**config.mk**
```make
export PLATFORM = sky130hd
export DESIGN_NAME = seq_det_arbiter
export DESIGN_NICKNAME = d
export VERILOG_FILES = /design/src/rtl/seq_det_arbiter.sv
export SDC_FILE = /design/constraint.sdc
export NUM_CORES = 1
export LEC_CHECK = 0
export BUFFER_PORTS_ARGS = -buffer_cell sky130_fd_sc_hd__buf_2
export CAP_MARGIN = 20
export CORE_ASPECT_RATIO = 0.8
export CORE_MARGIN = 2
export CORE_UTILIZATION = 55
export CTS_BUF_LIST = sky130_fd_sc_hd__clkbuf_16
export DETAILED_ROUTE_END_ITERATION = 8
export PLACE_DENSITY_LB_ADDON = 0.12
export SLEW_MARGIN = 5
export SYNTH_ARGS = -nofsm -noshare
export SYNTH_HDL_FRONTEND = slang
export SYNTH_SLANG_ARGS = --single-unit
```
**constraint.sdc**
```tcl
create_clock -name clk -period 2.6 [get_ports clk]
set_input_delay 0.13 -clock clk [delete_from_list [all_inputs] [get_ports clk]]
set_output_delay 0.13 -clock clk [all_outputs]
set_load 0.03 [all_outputs]
```
**src/rtl/seq_det_arbiter.sv**
```systemverilog
// Round-robin sharing of one Moore-style serial pattern detector between two
// bit-stream requesters; one frame per grant, with a one-cycle result record.
module seq_det_arbiter #(
    parameter int                   PAT_LEN = 4,
    parameter logic [PAT_LEN-1:0]   PATTERN = 4'b0110,
    parameter int                   CNT_W   = 8
) (
    input  logic             clk,
    input  logic             rst,
    input  logic [1:0]       req,
    output logic [1:0]       gnt,
    input  logic [1:0]       bit_valid,
    input  logic [1:0]       bit_data,
    input  logic [1:0]       bit_last,
    output logic             match_pulse,
    output logic             res_valid,
    output logic             res_id,
    output logic [CNT_W-1:0] res_count,
    output logic             res_abort,
    output logic             busy
);

    // state    | meaning
    // S_IDLE   | no owner; arbitrate among requesters
    // S_STREAM | owner granted; bits shift through the detector
    // S_REPORT | one-cycle result strobe, then back to S_IDLE
    localparam logic [1:0] S_IDLE   = 2'd0;
    localparam logic [1:0] S_STREAM = 2'd1;
    localparam logic [1:0] S_REPORT = 2'd2;

    localparam int                BC_W    = $clog2(PAT_LEN + 1);
    localparam logic [BC_W-1:0]   BC_MAX  = BC_W'(PAT_LEN);
    localparam logic [BC_W-1:0]   BC_MIN1 = BC_W'(PAT_LEN - 1);
    localparam logic [CNT_W-1:0]  CNT_MAX = '1;

    logic [1:0]         r_state;
    logic               r_owner;
    logic               r_last_srv;
    logic [PAT_LEN-1:0] r_hist;
    logic [BC_W-1:0]    r_bits;
    logic [CNT_W-1:0]   r_cnt;
    logic               r_match_pulse;
    logic               r_res_id;
    logic [CNT_W-1:0]   r_res_count;
    logic               r_res_abort;

    logic               w_winner;
    logic               w_req_own;
    logic               w_bv;
    logic               w_bd;
    logic               w_bl;
    logic [PAT_LEN-1:0] w_hist_nxt;
    logic [BC_W-1:0]    w_bits_nxt;
    logic               w_match;
    logic [CNT_W-1:0]   w_cnt_nxt;

    // With both asking, the one not served last wins; a single asker always wins.
    always_comb begin
        w_winner = req[1];
        if (req == 2'b11) begin
            w_winner = ~r_last_srv;
        end
    end

    assign w_req_own  = req[r_owner];
    assign w_bv       = bit_valid[r_owner];
    assign w_bd       = bit_data[r_owner];
    assign w_bl       = bit_last[r_owner];

    assign w_hist_nxt = {r_hist[PAT_LEN-2:0], w_bd};
    assign w_bits_nxt = (r_bits == BC_MAX) ? r_bits : r_bits + 1'b1;
    // The incoming bit is the PAT_LEN-th or later once r_bits reaches PAT_LEN-1.
    assign w_match    = (r_bits >= BC_MIN1) && (w_hist_nxt == PATTERN);
    assign w_cnt_nxt  = (w_match && (r_cnt != CNT_MAX)) ? r_cnt + 1'b1 : r_cnt;

    always_ff @(posedge clk) begin
        if (rst) begin
            r_state       <= S_IDLE;
            r_owner       <= 1'b0;
            r_last_srv    <= 1'b1;
            r_hist        <= '0;
            r_bits        <= '0;
            r_cnt         <= '0;
            r_match_pulse <= 1'b0;
            r_res_id      <= 1'b0;
            r_res_count   <= '0;
            r_res_abort   <= 1'b0;
        end else begin
            r_match_pulse <= 1'b0;
            case (r_state)
                S_IDLE: begin
                    if (|req) begin
                        r_state    <= S_STREAM;
                        r_owner    <= w_winner;
                        r_last_srv <= w_winner;
                        r_hist     <= '0;
                        r_bits     <= '0;
                        r_cnt      <= '0;
                    end
                end
                S_STREAM: begin
                    if (!w_req_own) begin
                        r_state     <= S_REPORT;
                        r_res_id    <= r_owner;
                        r_res_count <= r_cnt;
                        r_res_abort <= 1'b1;
                    end else if (w_bv) begin
                        r_hist        <= w_hist_nxt;
                        r_bits        <= w_bits_nxt;
                        r_cnt         <= w_cnt_nxt;
                        r_match_pulse <= w_match;
                        if (w_bl) begin
                            r_state     <= S_REPORT;
                            r_res_id    <= r_owner;
                            r_res_count <= w_cnt_nxt;
                            r_res_abort <= 1'b0;
                        end
                    end
                end
                S_REPORT: begin
                    r_state <= S_IDLE;
                end
                default: begin
                    r_state <= S_IDLE;
                end
            endcase
        end
    end

    assign gnt         = (r_state == S_STREAM) ? (r_owner ? 2'b10 : 2'b01) : 2'b00;
    assign match_pulse = r_match_pulse;
    assign res_valid   = (r_state == S_REPORT);
    assign res_id      = r_res_id;
    assign res_count   = r_res_count;
    assign res_abort   = r_res_abort;
    assign busy        = (r_state != S_IDLE);

endmodule

```
**Word level (Yosys, flattened, before mapping)**

Index checks and enable logic that the tools add are counted.

- Add/subtract/negate cells: 2
- Order comparisons: 2
- Equality and inequality tests: 14
- Muxes and demuxes: 39
- Bitwise gates (word level): 4
- Reduce and logical (&&, ||, !) cells: 12

Operators by type and width:

| kind | count |
|---|---|
| 8-bit 2-to-1 mux | 7 |
| 3-bit 2-to-1 mux | 7 |
| 8-bit one-hot mux with 2 select lines | 1 |
| 1-bit 2-to-1 mux | 15 |
| 2-bit 2-to-1 mux | 6 |
| 3-bit one-hot mux with 2 select lines | 2 |
| 8-bit by 1-bit adder with 8-bit output, second input constant | 1 |
| 2-bit != test, second input constant | 4 |
| 8-bit != test, second input constant | 1 |
| 3-bit != test, second input constant | 2 |
| 3-bit AND reduction | 2 |
| 5-bit AND reduction | 1 |
| 2-bit == test, second input constant | 2 |
| 4-bit by 3-bit == test with 1-bit output, second input constant | 1 |
| 2-bit by 1-bit != test with 1-bit output, second input constant | 2 |
| 1-bit inverter | 4 |
| 2-bit one-hot mux with 2 select lines | 1 |
| 4-bit AND reduction | 1 |
| 2-bit nonzero test | 2 |
| 4-bit OR reduction | 1 |
| 3-bit by 1-bit adder with 3-bit output, second input constant | 1 |
| 3-bit == test, second input constant | 1 |
| 3-bit by 2-bit greater-or-equal comparator with 1-bit output, second input constant | 1 |
| 2-bit by 1-bit == test with 1-bit output, second input constant | 1 |
| 5 further kinds | 6 |

- Register bits after elaboration: 29
- Input bits: 10
- Logic and storage cells: 83

**Logic depth before layout (Yosys ltp)**

Gate-level depths: netlist of run 1.

- Word-level depth: 9
- Gate-level depth with buffers: 7
- Depth with buffers taken out: 6

**Worst setup path after synthesis of run 1**

Ideal clock, no wire load.

- Path type: register to register
- Start: register r_bits[0]
- End: register r_res_count[5] (netlist: res_count[5])
- Library setup time: 74 ps
- Arrival time: 1830 ps
- Required time: 2526 ps
- Path slack: 696 ps
- Cell stages (with the launch flop): 8
- Buffers on the path: 1
- Period minus slack after synthesis: 1904 ps
- Cells stage by stage: dfxtp_1 -> ha_1 -> ha_1 -> a211oi_1 -> or4_4 -> buf_6 -> or3_1 -> a31oi_1

- Longest elaborated chain between the ends: 7

RTL lines:

| element | RTL line | RTL |
|---|---|---|
| start, declared | 40 | `logic [BC_W-1:0] r_bits;` |
| start signal, assigned | 109 | `r_bits <= w_bits_nxt;` |
| 3-bit by 2-bit greater-or-equal comparator with 1-bit output | 73 | `assign w_match = (r_bits >= BC_MIN1) && (w_hist_nxt == PATTERN);` |
| 1-bit logical AND | 73 |  |
| 1-bit logical AND | 74 | `assign w_cnt_nxt = (w_match && (r_cnt != CNT_MAX)) ? r_cnt + 1'b1 : r_cnt;` |
| 8-bit 2-to-1 mux | 74 |  |
| 8-bit 2-to-1 mux | 112 | `if (w_bl) begin` |
| 8-bit 2-to-1 mux | 107 | `end else if (w_bv) begin` |
| 8-bit 2-to-1 mux | 102 | `if (!w_req_own) begin` |
| end signal, assigned | 105 | `r_res_count <= r_cnt;` |
| end signal, assigned | 115 | `r_res_count <= w_cnt_nxt;` |
| end, declared | 44 | `logic [CNT_W-1:0] r_res_count;` |

No other way between the ends. The select of a mux whose other input is x is not followed.
A chain may end at the register's enable or synchronous reset.

**Worst setup path after layout of run 1**

- Start: register r_owner
- End: register r_cnt[4]

- Longest elaborated chain between the ends: 9
- Elaborated cells between the ends (all ways): 16

RTL lines:

| element | RTL line | RTL |
|---|---|---|
| start, declared | 37 | `logic r_owner;` |
| start signal, assigned | 94 | `r_owner <= w_winner;` |
| 1-bit 2-to-1 mux (not written as such) (2 in series) | 67 | `assign w_bd = bit_data[r_owner];` |
| 4-bit by 3-bit == test with 1-bit output | 73 |  |
| 1-bit logical AND | 73 |  |
| 1-bit logical AND | 74 |  |
| 8-bit 2-to-1 mux | 74 |  |
| 8-bit 2-to-1 mux | 107 |  |
| 8-bit 2-to-1 mux | 102 |  |
| 8-bit one-hot mux with 2 select lines | 90 | `case (r_state)` |
| end signal, assigned | 110 | `r_cnt <= w_cnt_nxt;` |
| end, declared | 41 | `logic [CNT_W-1:0] r_cnt;` |

Parallel ways exist; a longest one is shown, timed or not. The select of a mux whose other input is x is not followed.

==> out/results.txt, run 1 <==
Core ar.: 0.00274 mm2
setup bufs post-CTS: 0
total power: 1170 uW
most instantiated cells after synthesis: dfxtp_1, o21ai_0, nand3_1
unrepaired setup endpoints after global routing: false
hold buffer count at cts: 0
synthesized area: 0.00157 mm2
Longest Clk Path Bufs: 2
Post-DRT Antenna Nets: 0
status: complete, no violations
synthesized area per cell: 8.38 um2
Worst Setup End Kind: flop
Pre-antenna DRT Iters: 4
number of synthesized register bits: 29
FMAX: 448 MHz
Period minus WS final: 2.23 ns
Yosys top cell by area: dfxtp_1
PwrDens: 628 mW/mm2
Nets: 227
Ports: 25
Post-Route Setup TNS: 0 ns
Leakage: 0.000695 uW
final WL: 3800 um
number of fillers in the final layout: 225
Synth area leaders: dfxtp_1, o21ai_0, a31oi_1
drc violations: 0
gr usage total: 0.247
# diodes: 0
period utilization: 0.859
die height: 51.7 um
sequential-to-total area share from yosys stat: 0.371
number of synthesized flops with an enable pin: 0
Root Buffer: clkbuf_16
die area: 0.00329 mm2
H-tree level count: 2
# rows: 17
reg2reg setup slack: 0.37 ns
synthesis warning total: 0
headroom to the max-slew limit: 0.624
post-detail-place hpwl: 2800 um
quantity of gates resized following cts: 0
Chip Width: 63.7 um
crit start category: flop
vias per std cell: 6.11
Final Wtd Congestion: 0.938
Post-synth top flop: dfxtp_1
crit path kind: reg2reg
most common cell in the netlist: dfxtp_1
Slew Viols, Final: 0
Max IR drop VDD: 0.556 mV
largest net degree at the start of global routing: 19
Starting Density: 0.571
vias in the first global route: 1273
Detailed Route Iter0 Violations: 105
syn nets: 201
worst path required time: 2.81 ns
Synth cell types: 44
clk sinks: 29
DR WL/cell: 15.1 um
WP data arrival: 2.44 ns
final hold vios: 0
worst hold path class: in2reg
Setup Slack @ Placement: 0.386 ns
worst setup margin: 0.367 ns
share of flip-flops with an asynchronous set or reset: 0
Gate Count Post-Synth: 187
post-synth top area share: 0.371
CP Max Fanout: 11
Vias: 1533
GRT Residual Overflow: 0
final clock skew: 0.00409 ns
CTS tree: built
first-pass GRT wire length: 6090 um
IO buf count: 24
share of cells above drive strength 1: 0.192
clk slew on worst S/H paths: 0.05 ns
Max Cap Viol: 0
initial antenna violation count: 0
TritonCTS Buffers: 5
synthesis-to-layout area growth: 18.4%
worst skew pair latency: 0.27 ns
Setup-failing EPs final: 0
Tightest Pin Transition: 0.559 ns
==> layer usage <==
metal,wire length (um),vias up,GRT usage
met5,0,-,0
met4,44,0,0.105
met3,312,7,0.0779
met2,1660,54,0.344
met1,1790,699,0.348
li1,-,773,-
==> stage by stage <==
step	cell area, um2	util	std cells	hold slack [ns]
after global placement	1720	0.627	244	0.457
after floorplan	1570	-	187	0.213
after CTS	1850	0.676	251	0.190
after detailed placement	1720	0.627	244	0.470
final	1850	0.676	251	0.196
after global routing	1850	0.676	251	0.207
==> where the power goes <==
group | switching (uW) | leakage, uW | internal [uW]
Combinational | 112 | 0.000390 | 55.2
Sequential | 18.7 | 0.000236 | 468
Clock | 172 | 0.0000685 | 339
==> flip-flops by register name, indices dropped and copies added, names as in the netlist <==
name         count
res_id           1
r_hist           3
res_abort        1
res_count        8
r_state          2
r_owner          1
match_pulse      1
r_cnt            8
r_last_srv       1
r_bits           3
==> logic make-up after synthesis <==
family | synth area share
fa+ha+maj | 0.0320
buf+inv | 0.0511
mux | 0.0295
simple gates | 0.252
flops | 0.371
compound gates | 0.265
==> critical path, cell delays in order, from the launching register on <==
cell,delay [ns]
dfxtp_1,0.53
mux2_4,0.36
or3_1,0.52
or4b_2,0.66
nand3_1,0.10
==> final timing paths <==
| check | cells past startpoint | startpoint | to |
|---|---|---|---|
| max | 4 | r_owner | r_cnt[4] |
| min reg2reg | 2 | res_abort | res_abort |
| max reg2reg | 4 | r_owner | r_cnt[4] |
| min | 3 | req[1] | r_last_srv |
==> cells in the final DEF (no fill, tap or decap), types with 2 or more instances in the layout <==
master      n
dfxtp_1    29
buf_2      24
o21ai_0    15
nand3_1    12
inv_1      11
nand2_1    11
nor2_1     10
a31oi_1    10
and2_1      6
o211ai_1    6
or3_1       6
o311ai_0    6
a21oi_1     5
nand4_1     5
clkbuf_16   5
a22oi_1     4
o31ai_1     4
ha_1        4
buf_4       4
nor2b_1     3
nand3b_1    3
nor3_1      3
nand2b_1    2
and3_1      2
mux2i_1     2
or4_1       2
==> final cells by class <==
class                           instances  area [um2]  share of cell area
Multi-Input combinational cell        139         906               0.489
Sequential cell                        29         581               0.313
Timing Repair Buffer                   28         150              0.0810
Clock buffer                            5         125              0.0675
Tap cell                               38        47.5              0.0256
Inverter                               10        37.5              0.0202
Clock inverter                          2        7.51             0.00405
Power figures use the tool's default switching activity.
==> run 2, diff against run 1 <==
Settings changed: CTS_BUF_LIST sky130_fd_sc_hd__clkbuf_16 to sky130_fd_sc_hd__clkbuf_4 sky130_fd_sc_hd__clkbuf_8.
==> run 2 against run 1 <==
- final cell count stayed put
- via count is 1.4% lower
- core utilization is 2.7 points lower
- non-clock buffer count stayed put
- first-iteration DRC count is 26% higher
- largest cell class unchanged
==> out/results.txt, run 2 (same netlist as run 1, synthesis figures left out) <==
status: complete, no violations
crit path kind: reg2reg
initial antenna violation count: 0
FMAX: 447 MHz
first-pass GRT wire length: 6010 um
clk sinks: 29
worst r2r dst: r_cnt[4]
r2r worst-path depth: 4
Post-DRT Antenna Nets: 0
share of cells above drive strength 1: 0.202
total power: 933 uW
TritonCTS Buffers: 5
setup bufs post-CTS: 0
Setup-failing EPs final: 0
headroom to the max-slew limit: 0.631
Non-Filler Instances: 251
worst hold path class: in2reg
hold path cells: 3
Longest Clk Path Bufs: 2
IO buf count: 24
# rows: 17
commonest non-fill, non-tap cell in the layout: dfxtp_1
most frequent cells in the layout: dfxtp_1, buf_2, o21ai_0
Worst Setup End Kind: flop
drc violations: 0
Tightest Pin Transition: 0.548 ns
# diodes: 0
quantity of gates resized following cts: 0
vias per std cell: 6.02
CP Max Fanout: 11
Period minus WS final: 2.24 ns
worst path required time: 2.87 ns
GRT Residual Overflow: 0
Max IR drop VDD: 0.274 mV
Ports: 25
worst skew pair latency: 0.32 ns
Post-Route Setup TNS: 0 ns
Nets: 227
crit start category: flop
PwrDens: 524 mW/mm2
vias in the first global route: 1221
Core ar.: 0.00274 mm2
DR WL/cell: 15.1 um
Slew Viols, Final: 0
Root Buffer: clkbuf_4
hold buffer count at cts: 0
final WL: 3790 um
Pre-antenna DRT Iters: 4
period utilization: 0.861
unrepaired setup endpoints after global routing: false
final hold vios: 0
die height: 51.7 um
die area: 0.00329 mm2
Reg-to-Reg Start: r_owner
worst hold path endpoint: r_last_srv
Area after DPL: 0.00172 mm2
clk slew on worst S/H paths: 0.09 ns
final clock skew: 0.00790 ns
Starting Density: 0.571
WP data arrival: 2.50 ns
fin area: 0.00178 mm2
Vias: 1512
H-tree level count: 2
reg2reg setup slack: 0.36 ns
Chip Width: 63.7 um
hold_sp: req[1]
Detailed Route Iter0 Violations: 132
Max Cap Viol: 0
CTS tree: built
Placed Cells: 244
Final Wtd Congestion: 0.938
Leakage: 0.000661 uW
gr usage total: 0.242
synthesis-to-layout area growth: 13.7%
largest net degree at the start of global routing: 19
post-detail-place hpwl: 2800 um
[run 2: changes by cell type in the layout (fill, tap and decap cells not counted), sizes merged]
cell,before,now
clkbuf,5,7
clkinv,1,0
inv,11,10
[run 2: routing by layer]
metal	vias up	GRT usage	routed length, um
met5	-	0	0
met4	0	0.0761	41
met3	6	0.0671	285
met2	55	0.328	1630
met1	679	0.364	1840
li1	772	-	-
[run 2: through the flow]
step           hold WS (ns)  setup slack, ns   util
6_report              0.136            0.362  0.649
5_1_grt               0.156            0.247  0.649
4_1_cts               0.133            0.369  0.649
3_5_place_dp          0.470            0.386  0.627
3_3_place_gp          0.457            0.432  0.627
2_1_floorplan         0.213            0.696      -
[run 2: final cells by class]
| cell class | count | area, um2 |
|---|---|---|
| inverter | 10 | 37.5 |
| multi-input combinational | 139 | 906 |
| sequential | 29 | 581 |
| timing repair buffer | 28 | 150 |
| clock buffer | 7 | 58.8 |
| fill | 237 | 963 |
| tap | 38 | 47.5 |
[run 2: worst max-delay path, cell delays in order, from the launching register on]
cell and delay, ns:
dfxtp_1 0.54, mux2_4 0.36, or3_1 0.52, or4b_2 0.66, nand3_1 0.10
[run 2: how the worst max path moves through the flow]
stage / cells past startpoint / startpoint / end
6_report: 4 / r_owner / r_cnt[4]
3_5_place_dp: 4 / r_owner / r_cnt[4]
4_1_cts: 4 / r_owner / r_cnt[4]
3_3_place_gp: 4 / r_owner / res_count[3]
5_1_grt: 4 / r_owner / r_cnt[4]
2_1_floorplan: 7 / r_bits[0] / res_count[5]
[run 2: power breakdown]
group / internal (uW) / switching, uW
clock network: 138 / 144
registers: 465 / 19.0
logic: 55.2 / 111
total: 658 / 275
==> run 3, diff against run 2 <==
Settings changed: ABC_AREA set to 1.
==> run 3 against run 2 <==
- via count rose by 4.3%
- highest routed layer unchanged
- critical endpoint is now res_count[7]
- area after synthesis up 5.4%
- cell area is 4.0% higher
- hold slack better by 0.019 ns
- die area grew 5.0%
- register-to-register slack gained 0.47 ns
- clock-buffer cell count did not move
- non-clock buffer count down 4
==> out/results.txt, run 3 <==
GRT met3 Usage: 0.0638
Detailed Route Iter0 Violations: 89
share of the core filled with cells: 0.660
unrepaired setup endpoints after global routing: false
Gate Count Post-Synth: 241
vias per std cell: 5.24
Slowest cell on crit path: dfxtp_1
Leakage: 0.000828 uW
Chip Width: 65.2 um
reg2reg setup slack: 0.84 ns
quantity of gates resized following cts: 0
Yosys top cell by area: dfxtp_1
Synth cell types: 28
number of synthesized register bits: 29
synthesis-to-layout area growth: 12.2%
Synth area leaders: dfxtp_1, nand2_1, a21oi_1
headroom to the max-slew limit: 0.704
worst skew pair latency: 0.28 ns
CP Max Fanout: 13
total power: 1170 uW
synthesized area: 0.00165 mm2
gr usage total: 0.246
initial antenna violation count: 0
synthesized area per cell: 6.85 um2
hold_sp: req[1]
die area: 0.00346 mm2
most instantiated cells after synthesis: nand2_1, a21oi_1, dfxtp_1
clk sinks: 29
Tightest Pin Transition: 0.444 ns
Synth Area in Compound Gates: 0.174
post-detail-place hpwl: 2670 um
# diodes: 0
final hold vios: 0
Placed Cells: 293
worst hold path endpoint: r_last_srv
first-pass GRT wire length: 6440 um
most frequent cells in the layout: nand2_1, a21oi_1, dfxtp_1
commonest non-fill, non-tap cell in the layout: nand2_1
Max Cap Viol: 0
Worst Setup End Kind: flop
mux cell area share after synthesis: 0
clk slew on worst S/H paths: 0.06 ns
Non-Filler Instances: 301
share of flip-flops with an asynchronous set or reset: 0
setup bufs post-CTS: 0
critical path, cell by cell: nand2_1 > o21ai_4 > nand2_2 > nand2_2 > nor2_4 > a21oi_1 > a21oi_2
PwrDens: 631 mW/mm2
drc violations: 0
GR Util met1: 0.349
Max IR drop VDD: 0.521 mV
DR WL/cell: 12.7 um
final WL: 3810 um
Vias: 1577
Reg-to-Reg Start: r_owner
GRT Residual Overflow: 0
H-tree level count: 2
worst path required time: 2.77 ns
Period minus WS final: 1.76 ns
xor/xnor share of the synthesized area: 0.0159
FMAX: 567 MHz
TritonCTS Buffers: 5
most common cell in the netlist: nand2_1
Setup-failing EPs final: 0
crit start category: flop
r2r worst-path depth: 7
Post-DRT Antenna Nets: 0
status: complete, no violations
post-synth top area share: 0.352
Ports: 25
Core ar.: 0.00281 mm2
fin area: 0.00185 mm2
CTS tree: built
Root Buffer: clkbuf_8
busiest grt layer: met2
final clock skew: 0.00741 ns
vias in the first global route: 1382
period utilization: 0.678
# rows: 17
Worst path max stage delay: 0.59 ns
Pre-antenna DRT Iters: 4
share of cells above drive strength 1: 0.217
most frequent CP cell: nand2_2
WP data arrival: 1.94 ns
hold path cells: 3
post-synthesis adder-cell area fraction: 0.0303
Nets: 276
worst r2r dst: res_count[7]
largest family of logic cells by synthesized area: simple AND/OR/NAND/NOR gates
die height: 53.0 um
worst hold path class: in2reg
Area after DPL: 0.00175 mm2
Final Wtd Congestion: 0.823
sequential-to-total area share from yosys stat: 0.352
number of synthesized flops with an enable pin: 0
Post-Route Setup TNS: 0 ns
Post-synth top flop: dfxtp_1
Starting Density: 0.588
largest net degree at the start of global routing: 18
IO buf count: 24
synthesis warning total: 0
hold buffer count at cts: 0
syn nets: 255
Longest Clk Path Bufs: 2
crit path kind: reg2reg
Synth Area in Simple Gates: 0.328
Slew Viols, Final: 0
met2 global-route usage: 0.361
run 3: cell count changes after synthesis, sizes merged, moves of 9 or more:
cell   previous run  this run
a31oi            10         0
nand2            11        86
o21ai            15         6
a21oi             5        42
inv              10        25
run 3: area by class of cell:
cell class / instances / area [um2]
Clock buffer: 7 / 96.3
Clock inverter: 1 / 5.00
Fill cell: 255 / 956
Inverter: 25 / 96.3
Multi-Input combinational cell: 177 / 906
Sequential cell: 29 / 581
Tap cell: 38 / 47.5
Timing Repair Buffer: 24 / 120
run 3: worst max path at each step:
stage                     startpoint            to  slack [ns]
after detailed placement     r_owner  res_count[7]        0.88
after CTS                    r_owner  res_count[7]        0.84
after floorplan            r_bits[0]      r_cnt[3]        1.19
final                        r_owner  res_count[7]        0.84
after global placement       r_owner  res_count[7]        0.91
after global routing         r_owner     r_hist[0]        0.61
run 3: cell families (layout without fill, tap and decap cells):
| kind of cell | Yosys count | count (layout) |
|---|---|---|
| AO/OA/AOI/OAI | 49 | 49 |
| XOR/XNOR | 3 | 3 |
| adder cells (fa/ha/maj) | 4 | 4 |
| buffers and inverters | 35 | 57 |
| flip-flops | 29 | 29 |
| AND/OR/NAND/NOR | 121 | 121 |
run 3: worst max-delay path: cells and delay by family (launching register included):
family	cells	cell delay, ns
simple gates	4	0.66
flops	1	0.59
compound gates	3	0.41
run 3: power breakdown:
part | internal (uW) | switching (uW) | total (uW)
Combinational | 69.4 | 183 | 253
Clock | 239 | 173 | 412
Sequential | 478 | 25.6 | 504
run 3: per-stage QoR:
| step | hold slack (ns) | worst slack [ns] |
|---|---|---|
| after floorplan | 0.309 | 1.19 |
| after global placement | 0.446 | 0.909 |
| after detailed placement | 0.439 | 0.878 |
| after CTS | 0.154 | 0.844 |
| after global routing | 0.207 | 0.608 |
| final | 0.155 | 0.837 |
run 3: per-layer routing:
metal,wire [um],up-vias,share of wire
met5,0,-,0
met1,1970,716,0.52
li1,-,809,-
met2,1570,46,0.41
met4,40,0,0.010
met3,226,6,0.059
